**config.mk**
```make
export PLATFORM = sky130hd
export DESIGN_NAME = ook_demod_rx
export DESIGN_NICKNAME = d
export VERILOG_FILES = /design/src/rtl/ook_pkg.sv /design/src/rtl/ook_envelope.sv /design/src/rtl/ook_demod_rx.sv
export SDC_FILE = /design/constraint.sdc
export NUM_CORES = 1
export LEC_CHECK = 0
export CORE_UTILIZATION = 62
export CTS_CLUSTER_SIZE = 10
export DETAILED_ROUTE_END_ITERATION = 12
export PLACE_DENSITY = 0.95
export SYNTH_ARGS = -nofsm -noshare
export SYNTH_HDL_FRONTEND = slang
export SYNTH_SLANG_ARGS = --single-unit
export TNS_END_PERCENT = 100
```
**constraint.sdc**
```tcl
create_clock -name clk -period 7.15 [get_ports clk]
set_clock_uncertainty 0.05 [all_clocks]
set_input_delay 1.43 -clock clk [delete_from_list [all_inputs] [get_ports clk]]
set_output_delay 1.43 -clock clk [all_outputs]
set_load 0.05 [all_outputs]
```
**src/rtl/ook_pkg.sv**
```systemverilog
// Shared types and constants for the OOK receive path.
// Latency: n/a (declarations only).
// Backpressure: n/a.
package ook_pkg;

  localparam int              ADC_W = 8;
  localparam logic [ADC_W-1:0] MID  = 8'd128;
  localparam int              ENV_W = 7;

  typedef enum logic [1:0] {
    IDLE,
    START,
    DATA,
    STOP
  } rx_state_t;

  // Distance of an offset-binary sample from midscale, folded to 0..127.
  function automatic logic [ENV_W-1:0] rectify(input logic [ADC_W-1:0] s);
    logic [ADC_W-1:0] d;
    if (s >= MID) d = s - MID;
    else          d = 8'd127 - s;
    return d[ENV_W-1:0];
  endfunction

endpackage

```
**src/rtl/ook_envelope.sv**
```systemverilog
// Rectifier + leaky-integrator envelope detector + slicer producing the OOK line bit.
// Latency: adc sample -> acc next cycle -> carrier_det the cycle after.
// Backpressure: none; samples are taken only when adc_valid is high.
//
// Ports: clk, rst_n (sync active-low), adc_in[7:0] offset binary, adc_valid,
//        carrier_det (1 = carrier present).
// Build option: OOK_DEMOD_HYST_EN selects a two-threshold (hysteresis) slicer.
module ook_envelope
  import ook_pkg::*;
#(
  parameter int ENV_SHIFT = 4,
  parameter int THRESH_HI = 24,
  parameter int THRESH_LO = 16
) (
  input  logic             clk,
  input  logic             rst_n,
  input  logic [ADC_W-1:0] adc_in,
  input  logic             adc_valid,
  output logic             carrier_det
);

  // Width chosen so the steady-state maximum (127 << ENV_SHIFT) just fits.
  localparam int ACC_W = ENV_W + ENV_SHIFT;

  localparam logic [ENV_W-1:0] HI = ENV_W'(THRESH_HI);

  logic [ENV_W-1:0] mag;
  logic [ACC_W-1:0] acc;
  logic [ACC_W-1:0] acc_next;
  logic [ENV_W-1:0] env;

  assign mag = rectify(adc_in);

  // Decay first, then add: the intermediate never exceeds the steady maximum.
  assign acc_next = acc - (acc >> ENV_SHIFT) + ACC_W'(mag);

  // Top ENV_W bits of acc are exactly acc >> ENV_SHIFT.
  assign env = acc[ACC_W-1 -: ENV_W];

  always_ff @(posedge clk) begin
    if (!rst_n) begin
      acc <= '0;
    end else if (adc_valid) begin
      acc <= acc_next;
    end
  end

`ifdef OOK_DEMOD_HYST_EN
  localparam logic [ENV_W-1:0] LO = ENV_W'(THRESH_LO);

  always_ff @(posedge clk) begin
    if (!rst_n) begin
      carrier_det <= 1'b0;
    end else if (!carrier_det && (env >= HI)) begin
      carrier_det <= 1'b1;
    end else if (carrier_det && (env < LO)) begin
      carrier_det <= 1'b0;
    end
  end
`else
  // Single-threshold slicer; the low threshold has no role here.
  logic unused_thresh_lo;
  assign unused_thresh_lo = ^THRESH_LO;

  always_ff @(posedge clk) begin
    if (!rst_n) begin
      carrier_det <= 1'b0;
    end else begin
      carrier_det <= (env >= HI);
    end
  end
`endif

endmodule

```
**src/rtl/ook_demod_rx.sv**
```systemverilog
// OOK receiver: envelope slicer feeding a UART-style 8N1 deframer with a one-byte output register.
// Latency: byte presented the cycle after the stop-bit sample (~9.5 bit times after start edge).
// Backpressure: byte_valid holds until byte_ready; a byte completing while full is dropped (overrun).
//
// Ports: clk, rst_n (sync active-low), adc_in[7:0], adc_valid, carrier_det,
//        byte_out[7:0]/byte_valid/byte_ready, frame_err and overrun (1-cycle pulses).
// Build option: OOK_DEMOD_HYST_EN (hysteresis slicer inside ook_envelope).
module ook_demod_rx
  import ook_pkg::*;
#(
  parameter int CLKS_PER_BIT = 1042,
  parameter int ENV_SHIFT    = 4,
  parameter int THRESH_HI    = 24,
  parameter int THRESH_LO    = 16
) (
  input  logic             clk,
  input  logic             rst_n,
  input  logic [ADC_W-1:0] adc_in,
  input  logic             adc_valid,
  output logic             carrier_det,
  output logic [7:0]       byte_out,
  output logic             byte_valid,
  input  logic             byte_ready,
  output logic             frame_err,
  output logic             overrun
);

  localparam int CNT_W = $clog2(CLKS_PER_BIT);
  localparam logic [CNT_W-1:0] HALF_LAST = CNT_W'(CLKS_PER_BIT / 2 - 1);
  localparam logic [CNT_W-1:0] BIT_LAST  = CNT_W'(CLKS_PER_BIT - 1);

  ook_envelope #(
    .ENV_SHIFT (ENV_SHIFT),
    .THRESH_HI (THRESH_HI),
    .THRESH_LO (THRESH_LO)
  ) u_env (
    .clk         (clk),
    .rst_n       (rst_n),
    .adc_in      (adc_in),
    .adc_valid   (adc_valid),
    .carrier_det (carrier_det)
  );

  rx_state_t        state, state_n;
  logic [CNT_W-1:0] cnt, cnt_n;
  logic [2:0]       bit_cnt, bit_cnt_n;
  logic [7:0]       shreg, shreg_n;
  logic             line_q;
  logic             deliver;
  logic             ferr;

  always_ff @(posedge clk) begin
    if (!rst_n) begin
      state   <= IDLE;
      cnt     <= '0;
      bit_cnt <= '0;
      shreg   <= '0;
      line_q  <= 1'b0;
    end else begin
      state   <= state_n;
      cnt     <= cnt_n;
      bit_cnt <= bit_cnt_n;
      shreg   <= shreg_n;
      line_q  <= carrier_det;
    end
  end

  always_comb begin
    state_n   = state;
    cnt_n     = cnt + 1'b1;
    bit_cnt_n = bit_cnt;
    shreg_n   = shreg;
    deliver   = 1'b0;
    ferr      = 1'b0;
    case (state)
      IDLE: begin
        cnt_n = '0;
        // Start bit begins when the carrier drops out (mark -> space).
        if (line_q && !carrier_det) state_n = START;
      end
      START: begin
        // Re-check at mid start bit so short dropouts are ignored.
        if (cnt == HALF_LAST) begin
          cnt_n     = '0;
          bit_cnt_n = '0;
          state_n   = carrier_det ? IDLE : DATA;
        end
      end
      DATA: begin
        if (cnt == BIT_LAST) begin
          cnt_n   = '0;
          shreg_n = {carrier_det, shreg[7:1]};
          if (bit_cnt == 3'd7) state_n = STOP;
          else                 bit_cnt_n = bit_cnt + 3'd1;
        end
      end
      STOP: begin
        if (cnt == BIT_LAST) begin
          cnt_n   = '0;
          deliver = carrier_det;
          ferr    = !carrier_det;
          state_n = IDLE;
        end
      end
      default: state_n = IDLE;
    endcase
  end

  always_ff @(posedge clk) begin
    if (!rst_n) begin
      byte_out   <= '0;
      byte_valid <= 1'b0;
      frame_err  <= 1'b0;
      overrun    <= 1'b0;
    end else begin
      frame_err <= ferr;
      overrun   <= 1'b0;
      if (deliver) begin
        // A handshake in this same cycle frees the register for the new byte.
        if (byte_valid && !byte_ready) begin
          overrun <= 1'b1;
        end else begin
          byte_out   <= shreg;
          byte_valid <= 1'b1;
        end
      end else if (byte_valid && byte_ready) begin
        byte_valid <= 1'b0;
      end
    end
  end

endmodule

```
==> results of run 1 <==
-- worst register-to-register path: stages (launching register included) --
cell and delay (ns):
dfxtp_1 0.35, inv_1 0.07, fa_1 0.52, inv_1 0.07
fa_1 0.45, a21oi_1 0.21, o211ai_1 0.21, nand3_1 0.16
a21oi_1 0.08, a311o_1 0.27
-- registers in the layout, summed over array words and instances (netlist names), named ones only --
signal,count
state,1
bit_cnt,3
u_env.carrier_det,1
byte_valid,1
line_q,1
cnt,11
overrun,1
frame_err,1
u_env.acc,11
shreg,8
byte_out,8
-- how the worst min path moves through the flow --
stage / end / cells past startpoint / slack [ns]
2_1_floorplan: u_env.acc[10] / 2 / 0.38
3_3_place_gp: u_env.acc[9] / 2 / 0.39
3_5_place_dp: u_env.acc[9] / 2 / 0.39
4_1_cts: u_env.acc[9] / 2 / 0.41
5_1_grt: shreg[0] / 2 / 0.44
6_report: u_env.acc[9] / 2 / 0.41
-- cells by family after synthesis --
logic type,Yosys count
compound gates,45
xor+xnor,24
fa+ha+maj,25
buf+inv,27
flops,48
mux,15
simple gates,104
-- synth_stat cells (3+ instances only) --
| master | instances |
|---|---|
| clkbuf_1 | 7 |
| nor2b_1 | 13 |
| nand2_1 | 26 |
| xor2_1 | 9 |
| xnor2_1 | 15 |
| ha_1 | 18 |
| nor3_1 | 3 |
| a21boi_1 | 9 |
| dfxtp_1 | 48 |
| nor2_1 | 18 |
| o21ai_0 | 12 |
| and2_1 | 3 |
| fa_1 | 7 |
| and3_1 | 3 |
| a21oi_1 | 9 |
| inv_1 | 16 |
| nand3_1 | 18 |
| nand3b_1 | 5 |
| mux2i_1 | 14 |
-- power groups by stage --
stage | Sequential, mW | Combinational (mW) | Clock (mW)
after floorplan | 0.328 | 0.392 | 0
after global placement | 0.333 | 0.466 | 0
after detailed placement | 0.334 | 0.484 | 0
after CTS | 0.327 | 0.488 | 0.171
after global routing | 0.332 | 0.553 | 0.179
final | 0.328 | 0.490 | 0.166
-- cell type report --
cell class                      instances  area [sq um]
Fill cell                             293          1050
Clock buffer                            7          86.3
Tap cell                               50          62.6
Multi-Input combinational cell        213          1590
Timing Repair Buffer                   24           238
Clock inverter                          1          7.51
Sequential cell                        48           961
Inverter                               16          60.1
-- per-stage QoR --
| stage | setup slack (ns) | hold WS (ns) | total power [mW] | util [%] | cell area (sq um) |
|---|---|---|---|---|---|
| 3_5_place_dp | 2.80 | 0.393 | 0.818 | 71.7 | 2910 |
| 2_1_floorplan | 3.35 | 0.375 | 0.720 | - | 2670 |
| 6_report | 3.08 | 0.406 | 0.984 | 74.0 | 3000 |
| 4_1_cts | 3.11 | 0.412 | 0.986 | 74.0 | 3000 |
| 5_1_grt | 2.89 | 0.438 | 1.06 | 74.0 | 3000 |
| 3_3_place_gp | 2.86 | 0.387 | 0.798 | 71.7 | 2910 |
-- layer usage --
layer | routed length, microns | part of all wire (%)
met5 | 0 | 0
met3 | 169 | 3.7
met2 | 2250 | 49
met1 | 2130 | 46
met4 | 58 | 1.3
==> flow_metrics.tcl, run 1 <==
set metrics [dict create \
    async_flop_share_pct 0 \
    max_stage_delay_ns 0.60 \
    setup_viol 0 \
    wl_microns 4620 \
    comb_power_share_pct 49.8 \
    crit_path_end "u_env.acc[8]" \
    post_drt_wl_per_cell_microns 12.9 \
    power.switching_mw 0.382 \
    status "complete, no violations" \
    clkPwrFrac_pct 16.9 \
    synth_top_area_cell "dfxtp_1" \
    port_buffers 23 \
    drt_iter0_markers 87 \
    p_leak_nw 1.16 \
    sequentialPowerShare_pct 33.3 \
    clk_pin_slew_ns 0.08 \
    cts_htree_levels 2 \
    synth.net_count 325 \
    fmax_ghz 0.245 \
    path_cells "clkdlybuf4s50_1, xor2_1, fa_1, inv_1, fa_1, a21oi_1, o211ai_1, nand3_1, a21oi_1, a311o_1" \
    r2r_start "u_env.acc[1]" \
    cts_max_path_buffers 2 \
    final_common_cell "dfxtp_1" \
    cpLargestDelayFamily "adder cells" \
    final_cells 359 \
    n_antenna_cell 0 \
    r2r_cells 9 \
    syn_to_final_growth_pct 12.6 \
    critPathKind "in -> reg" \
    synth_edf_count 0 \
    synthDistinctLibCells 48 \
    antenna_found_initial 0 \
    drive_gt1_share_pct 5.18 \
    cp.depth 10 \
    initial_utilization_pct 65.7 \
    crit_fanout 7 \
    grt_pass1_wl_microns 7640 \
    relSlewSlack_pct 47.8 \
    grt_util_met1_pct 25.4 \
    synth-xor-area-share_pct 7.88 \
    synth-main-ff-cell "dfxtp_1" \
    die_h_microns 67.6 \
    netlist_area_sq_mm 0.00267 \
    maxCapViolCount 0 \
    synth.area.mux_share_pct 5.68 \
    grt_overflow 0 \
    dpl.hpwl_microns 3420 \
    post-route-drc-count 0 \
    worstPathRequired_ns 7.28 \
    p_int_mw 0.601 \
    arrival_ns 4.21 \
    gr-usage-met2_pct 39.9 \
    ctsResizeCount 0 \
    gp_congestion 0.846 \
    grt_max_degree 42 \
    synthTopCellsByArea "dfxtp_1, ha_1, fa_1, mux2i_1, xnor2_1" \
    power_density_mw_per_mm2 327 \
    finalHoldViolCount 0 \
    min_period_ns 4.07 \
    worst_r2r_endpoint "u_env.acc[8]" \
    endpoint_kind "register" \
    viasPerCell 5.65 \
    synth_compound_area_share_pct 11.0 \
    dr.pass1.iters 4 \
    dieArea_sq_mm 0.00457 \
    cts_inserted_buffers 5 \
    synthSimpleGateAreaFrac_pct 21.3 \
    synthCells 288 \
    rsz0062_at_grt "false" \
    post_cts_buffers 0 \
    crit_buf_inv 2 \
    rows 23 \
    ant_nets 0 \
    synth_top_family_by_area "simple AND/OR/NAND/NOR gates" \
    syn_area_per_cell_sq_um 9.26 \
    synth_fa_ha_area_share_pct 13.7 \
    max_slew.worst_pin.slew_ns 0.780 \
    tns_ns 0 \
    final_cell_mix "dfxtp_1, nand2_1, clkdlybuf4s50_1" \
    ir_worst_vdd_v 0.000171 \
    yosysWarnings 0 \
    hold_class "reg -> reg" \
    dp.cells 351 \
    r2r_slack_ns 4.61 \
    cts.sink_count 48 \
    clock_latency_ns 0.30 \
    hold_buffers 0 \
    hp-start "u_env.acc[9]" \
    top_usage_layer "met2" \
    crit_path_top_delay_cell "clkdlybuf4s50_1" \
    synth_top_area_share_pct 36.0 \
    cts_root_buffer "clkbuf_8" \
    period_share_pct 57.0 \
    grt.met3_usage_pct 5.24 \
    die_x_microns 67.6 \
    cts_tree "built" \
    io_pins 24 \
    track_usage_pct 22.1 \
    vias 2028 \
    core_area_sq_mm 0.00406 \
    ys_ff_latch 48 \
    nets 345 \
    setup.worst_path.start "adc_in[7]" \
    grt_pass1_vias 1846 \
    ys_seq_area_share_pct 36.0 \
    slew_violations 0 \
    startpoint_type "primary input" \
    switching_share_pct 38.9 \
]
Note: power is estimated with default switching activity, not from simulation.
==> run 2: changes to the inputs <==
--- a/config.mk
+++ b/config.mk
@@ -5,10 +5,10 @@
 export SDC_FILE = /design/constraint.sdc
 export NUM_CORES = 1
 export LEC_CHECK = 0
-export CORE_UTILIZATION = 62
+export CORE_UTILIZATION = 52
 export CTS_CLUSTER_SIZE = 10
 export DETAILED_ROUTE_END_ITERATION = 12
-export PLACE_DENSITY = 0.95
+export PLACE_DENSITY = 0.87
 export SYNTH_ARGS = -nofsm -noshare
 export SYNTH_HDL_FRONTEND = slang
 export SYNTH_SLANG_ARGS = --single-unit
==> constraint.sdc (replaced) <==
create_clock -name clk -period 3.35 [get_ports clk]
set_clock_uncertainty 0.05 [all_clocks]
set_input_delay 0.67 -clock clk [delete_from_list [all_inputs] [get_ports clk]]
set_output_delay 0.67 -clock clk [all_outputs]
set_load 0.05 [all_outputs]
==> flow_metrics.tcl, run 2 (synthesis gave the netlist of run 1 again) <==
set metrics [dict create \
    p_int_mw 1.33 \
    tns_ns 0 \
    grt_max_degree 25 \
    sequentialPowerShare_pct 32.6 \
    wl_microns 4870 \
    final_cell_mix "dfxtp_1, nand2_1, clkdlybuf4s50_1" \
    post_cts_buffers 0 \
    multi_input_area_sq_mm 0.00159 \
    viasPerCell 5.36 \
    fmax_ghz 0.310 \
    track_usage_pct 20.6 \
    startpoint_type "primary input" \
    post_drt_wl_per_cell_microns 12.8 \
    initial_utilization_pct 55.4 \
    clk_pin_slew_ns 0.09 \
    relSlewSlack_pct 44.8 \
    reg_top3 "cnt x11, u_env.acc x11" \
    r2r_slack_ns 0.79 \
    n_antenna_cell 0 \
    status "complete, no violations" \
    max_slew.worst_pin.slew_ns 0.825 \
    worstPathRequired_ns 3.52 \
    dpl.hpwl_microns 3580 \
    p_leak_nw 1.18 \
    clock_latency_ns 0.29 \
    maxCapViolCount 0 \
    rsz0062_at_grt "false" \
    port_buffers 23 \
    cts_max_path_buffers 2 \
    power_density_mw_per_mm2 703 \
    period_share_pct 96.3 \
    clkPwrFrac_pct 16.2 \
    io_pins 24 \
    ir_worst_vdd_v 0.000328 \
    crit_fanout 5 \
    r2r_cells 9 \
    design_area_sq_mm 0.00306 \
    endpoint_kind "register" \
    grt_overflow 0 \
    cts_htree_levels 2 \
    slew_violations 0 \
    die_h_microns 73.6 \
    ctsResizeCount 0 \
    cts_tree "built" \
    rows 25 \
    fillCellCount 409 \
    arrival_ns 3.40 \
    cts.sink_count 48 \
    post-route-drc-count 0 \
    nets 350 \
    dr.pass1.iters 4 \
    hold_class "reg -> reg" \
    setup_viol 0 \
    regArea_sq_um 961 \
    critPathKind "in -> reg" \
    syn_to_final_growth_pct 14.7 \
    grt_pass1_vias 1996 \
    power.switching_mw 0.826 \
    core_area_sq_mm 0.00482 \
    finalHoldViolCount 0 \
    hold_depth 2 \
    grt_pass1_wl_microns 8650 \
    cts_root_buffer "clkbuf_8" \
    switching_share_pct 38.4 \
    cts_inserted_buffers 5 \
    min_period_ns 3.23 \
    drt_iter0_markers 96 \
    dieArea_sq_mm 0.00542 \
    die_x_microns 73.6 \
    final_common_cell "dfxtp_1" \
    ant_nets 0 \
    placed_cell_area_sq_mm 0.00297 \
    comb_power_share_pct 51.2 \
    vias 2037 \
    antenna_found_initial 0 \
    gp_congestion 0.834 \
    drive_gt1_share_pct 6.71 \
    hold_buffers 0 \
]
-- run 2: cell count changes in the layout (fill, tap and decap cells not counted) --
| cell | before | now |
|---|---|---|
| clkbuf_1 | 1 | 0 |
| buf_4 | 1 | 6 |
| clkinvlp_4 | 1 | 0 |
| clkinv_4 | 0 | 1 |
-- run 2: routing by layer --
metal,routed length (microns),global-route usage (%),vias to the layer above
met5,0,0,-
met2,2450,33.8,29
li1,-,-,1036
met1,2220,26.6,965
met3,139,4.53,7
met4,60,7.26,0
-- run 2: through the flow --
step	utilization, %	hold slack [ns]	instances	power [mW]	setup slack [ns]
5_1_grt	63.5	0.443	380	2.34	0.0222
4_1_cts	63.5	0.418	380	2.16	0.146
3_3_place_gp	61.6	0.387	373	1.76	-0.00535
2_1_floorplan	-	0.375	288	1.54	0.315
6_report	63.5	0.415	380	2.15	0.122
3_5_place_dp	61.6	0.405	373	1.81	-0.143
-- run 2: worst max-delay path: stages --
cell and delay [ns]:
clkdlybuf4s50_1 0.47, buf_4 0.19, xnor2_1 0.22, fa_1 0.45, ha_1 0.39, o211ai_1 0.11
o21ai_0 0.36, a21boi_0 0.21, xor2_1 0.18, o21ai_0 0.13
-- run 2: area by class of cell --
cell class	instances	share of cell area [%]
clock buffers	6	2.70
clock inverters	1	0.286
inverters	16	1.96
multi-input cells	213	51.9
flip-flops and latches	48	31.4
well taps	67	2.74
repair buffers	29	8.99
-- run 2: path summary, 6_finish.rpt --
check | startpoint | end
setup / recovery | adc_in[7] | u_env.acc[7]
hold reg to reg | shreg[0] | shreg[0]
setup reg to reg | u_env.acc[1] | u_env.acc[10]
hold / removal | shreg[0] | shreg[0]
-- run 2: power by group through the flow --
stage / combinational (mW) / clock [mW] / sequential [mW]
after floorplan: 0.836 / 0 / 0.700
after global placement: 1.05 / 0 / 0.711
after detailed placement: 1.09 / 0 / 0.714
after CTS: 1.10 / 0.356 / 0.701
after global routing: 1.25 / 0.386 / 0.713
final: 1.10 / 0.349 / 0.701
==> run 3: changes to the inputs <==
--- a/config.mk
+++ b/config.mk
@@ -8,6 +8,7 @@
 export CORE_UTILIZATION = 52
 export CTS_CLUSTER_SIZE = 10
 export DETAILED_ROUTE_END_ITERATION = 12
+export MAX_ROUTING_LAYER = met4
 export PLACE_DENSITY = 0.87
 export SYNTH_ARGS = -nofsm -noshare
 export SYNTH_HDL_FRONTEND = slang
==> constraint.sdc (replaced) <==
create_clock -name clk -period 3.35 [get_ports clk]
set_clock_uncertainty 0.05 [all_clocks]
set_input_delay 0.67 -clock clk [delete_from_list [all_inputs] [get_ports clk]]
set_output_delay 0.67 -clock clk [all_outputs]
set_load 0.02 [all_outputs]
==> flow_metrics.tcl, run 3 (synthesis gave the netlist of run 1 again) <==
set metrics [dict create \
    hold_class "reg -> reg" \
    path_cells "clkdlybuf4s50_1, buf_4, xnor2_1, fa_1, ha_1, o211ai_1, o21ai_0, a21boi_0, xor2_1, o21ai_0" \
    startpoint_type "primary input" \
    post-route-drc-count 0 \
    clkPwrFrac_pct 16.4 \
    rows 25 \
    critPathKind "in -> reg" \
    ctsResizeCount 0 \
    sequentialPowerShare_pct 32.7 \
    r2r_cells 9 \
    wl_microns 4920 \
    finalHoldViolCount 0 \
    clock_latency_ns 0.30 \
    p_int_mw 1.33 \
    arrival_ns 3.40 \
    drive_gt1_share_pct 6.71 \
    syn_to_final_growth_pct 14.7 \
    dr.pass1.iters 6 \
    core_area_sq_mm 0.00482 \
    cts.sink_count 48 \
    ir_worst_vdd_v 0.000328 \
    crit_top_cell "o21ai_0" \
    fin_ws_ns 0.128 \
    rsz0062_at_grt "false" \
    final_common_cell "dfxtp_1" \
    fillCellCount 409 \
    switching_share_pct 38.2 \
    power.switching_mw 0.820 \
    fmax_ghz 0.310 \
    cts_max_path_buffers 2 \
    post_cts_buffers 0 \
    final_core_util_pct 63.5 \
    grt_overflow 0 \
    cts_htree_levels 2 \
    slew_violations 0 \
    grt_max_degree 25 \
    dpl.hpwl_microns 3580 \
    max_stage_delay_ns 0.47 \
    worstPathRequired_ns 3.53 \
    cts_root_buffer "clkbuf_8" \
    maxCapViolCount 0 \
    vias 2063 \
    min_period_ns 3.22 \
    endpoint_kind "register" \
    grt_pass1_wl_microns 8630 \
    dieArea_sq_mm 0.00542 \
    port_buffers 23 \
    r2r_slack_ns 0.79 \
    track_usage_pct 21.3 \
    final_cells 380 \
    post_drt_wl_per_cell_microns 12.9 \
    nets 350 \
    ant_nets 0 \
    die_h_microns 73.6 \
    reg_top3 "cnt x11, u_env.acc x11" \
    status "complete, no violations" \
    antenna_found_initial 0 \
    gp_congestion 0.846 \
    die_x_microns 73.6 \
    viasPerCell 5.43 \
    post-place-ws_ns -0.143 \
    clk_pin_slew_ns 0.09 \
    hold_depth 2 \
    io_pins 24 \
    max_slew.worst_pin.slew_ns 0.883 \
    crit_path_top_delay_cell "clkdlybuf4s50_1" \
    period_share_pct 96.2 \
    power_density_mw_per_mm2 701 \
    p_leak_nw 1.18 \
    cts_inserted_buffers 5 \
    drt_iter0_markers 101 \
    relSlewSlack_pct 40.9 \
    dp.cells 373 \
    final_cell_mix "dfxtp_1, nand2_1, clkdlybuf4s50_1" \
    crit_fanout 5 \
    hold_slack_ns 0.415 \
    n_antenna_cell 0 \
    setup_viol 0 \
    initial_utilization_pct 55.4 \
    grt_pass1_vias 2002 \
    cts_tree "built" \
    hold_buffers 0 \
    comb_power_share_pct 50.9 \
]
-- run 3: final timing paths --
| path | start | end |
|---|---|---|
| setup / recovery | adc_in[7] | u_env.acc[7] |
| hold / removal | shreg[0] | shreg[0] |
| setup reg to reg | u_env.acc[1] | u_env.acc[10] |
| hold reg to reg | shreg[0] | shreg[0] |
-- run 3: stage by stage --
step                      total power [mW]  instance area, sq um  setup TNS (ns)
final                                 2.15                  3060               0
after global routing                  2.34                  3060               0
after CTS                             2.15                  3060               0
after detailed placement              1.80                  2970          -0.432
after global placement                1.75                  2970        -0.00535
after floorplan                       1.53                  2670               0
-- run 3: layout make-up --
class | instances | area [sq um] | share of cell area (%)
clock inverters | 1 | 8.76 | 0.286
multi-input cells | 213 | 1590 | 51.9
flip-flops and latches | 48 | 961 | 31.4
well taps | 67 | 83.8 | 2.74
repair buffers | 29 | 275 | 8.99
clock buffers | 6 | 82.6 | 2.70
inverters | 16 | 60.1 | 1.96
-- run 3: power groups by stage --
| stage | clock network [mW] | registers, mW | logic, mW |
|---|---|---|---|
| final | 0.351 | 0.701 | 1.09 |
| after global routing | 0.386 | 0.713 | 1.24 |
| after CTS | 0.356 | 0.701 | 1.09 |
| after detailed placement | 0 | 0.714 | 1.09 |
| after global placement | 0 | 0.711 | 1.04 |
| after floorplan | 0 | 0.692 | 0.836 |
-- run 3: routing by layer --
layer,track usage [%],wire length (microns),vias to the layer above
li1,-,-,1037
met1,26.4,2280,978
met2,34.0,2420,37
met3,5.21,147,11
met4,6.62,76,0
met5,-,0,-
-- run 3: worst max-delay path, delay by kind of cell --
kind / cells / cell delay, ns
AO/OA/AOI/OAI: 4 / 0.81
XOR/XNOR: 2 / 0.40
buffers and inverters: 2 / 0.66
adder cells (fa/ha/maj): 2 / 0.84
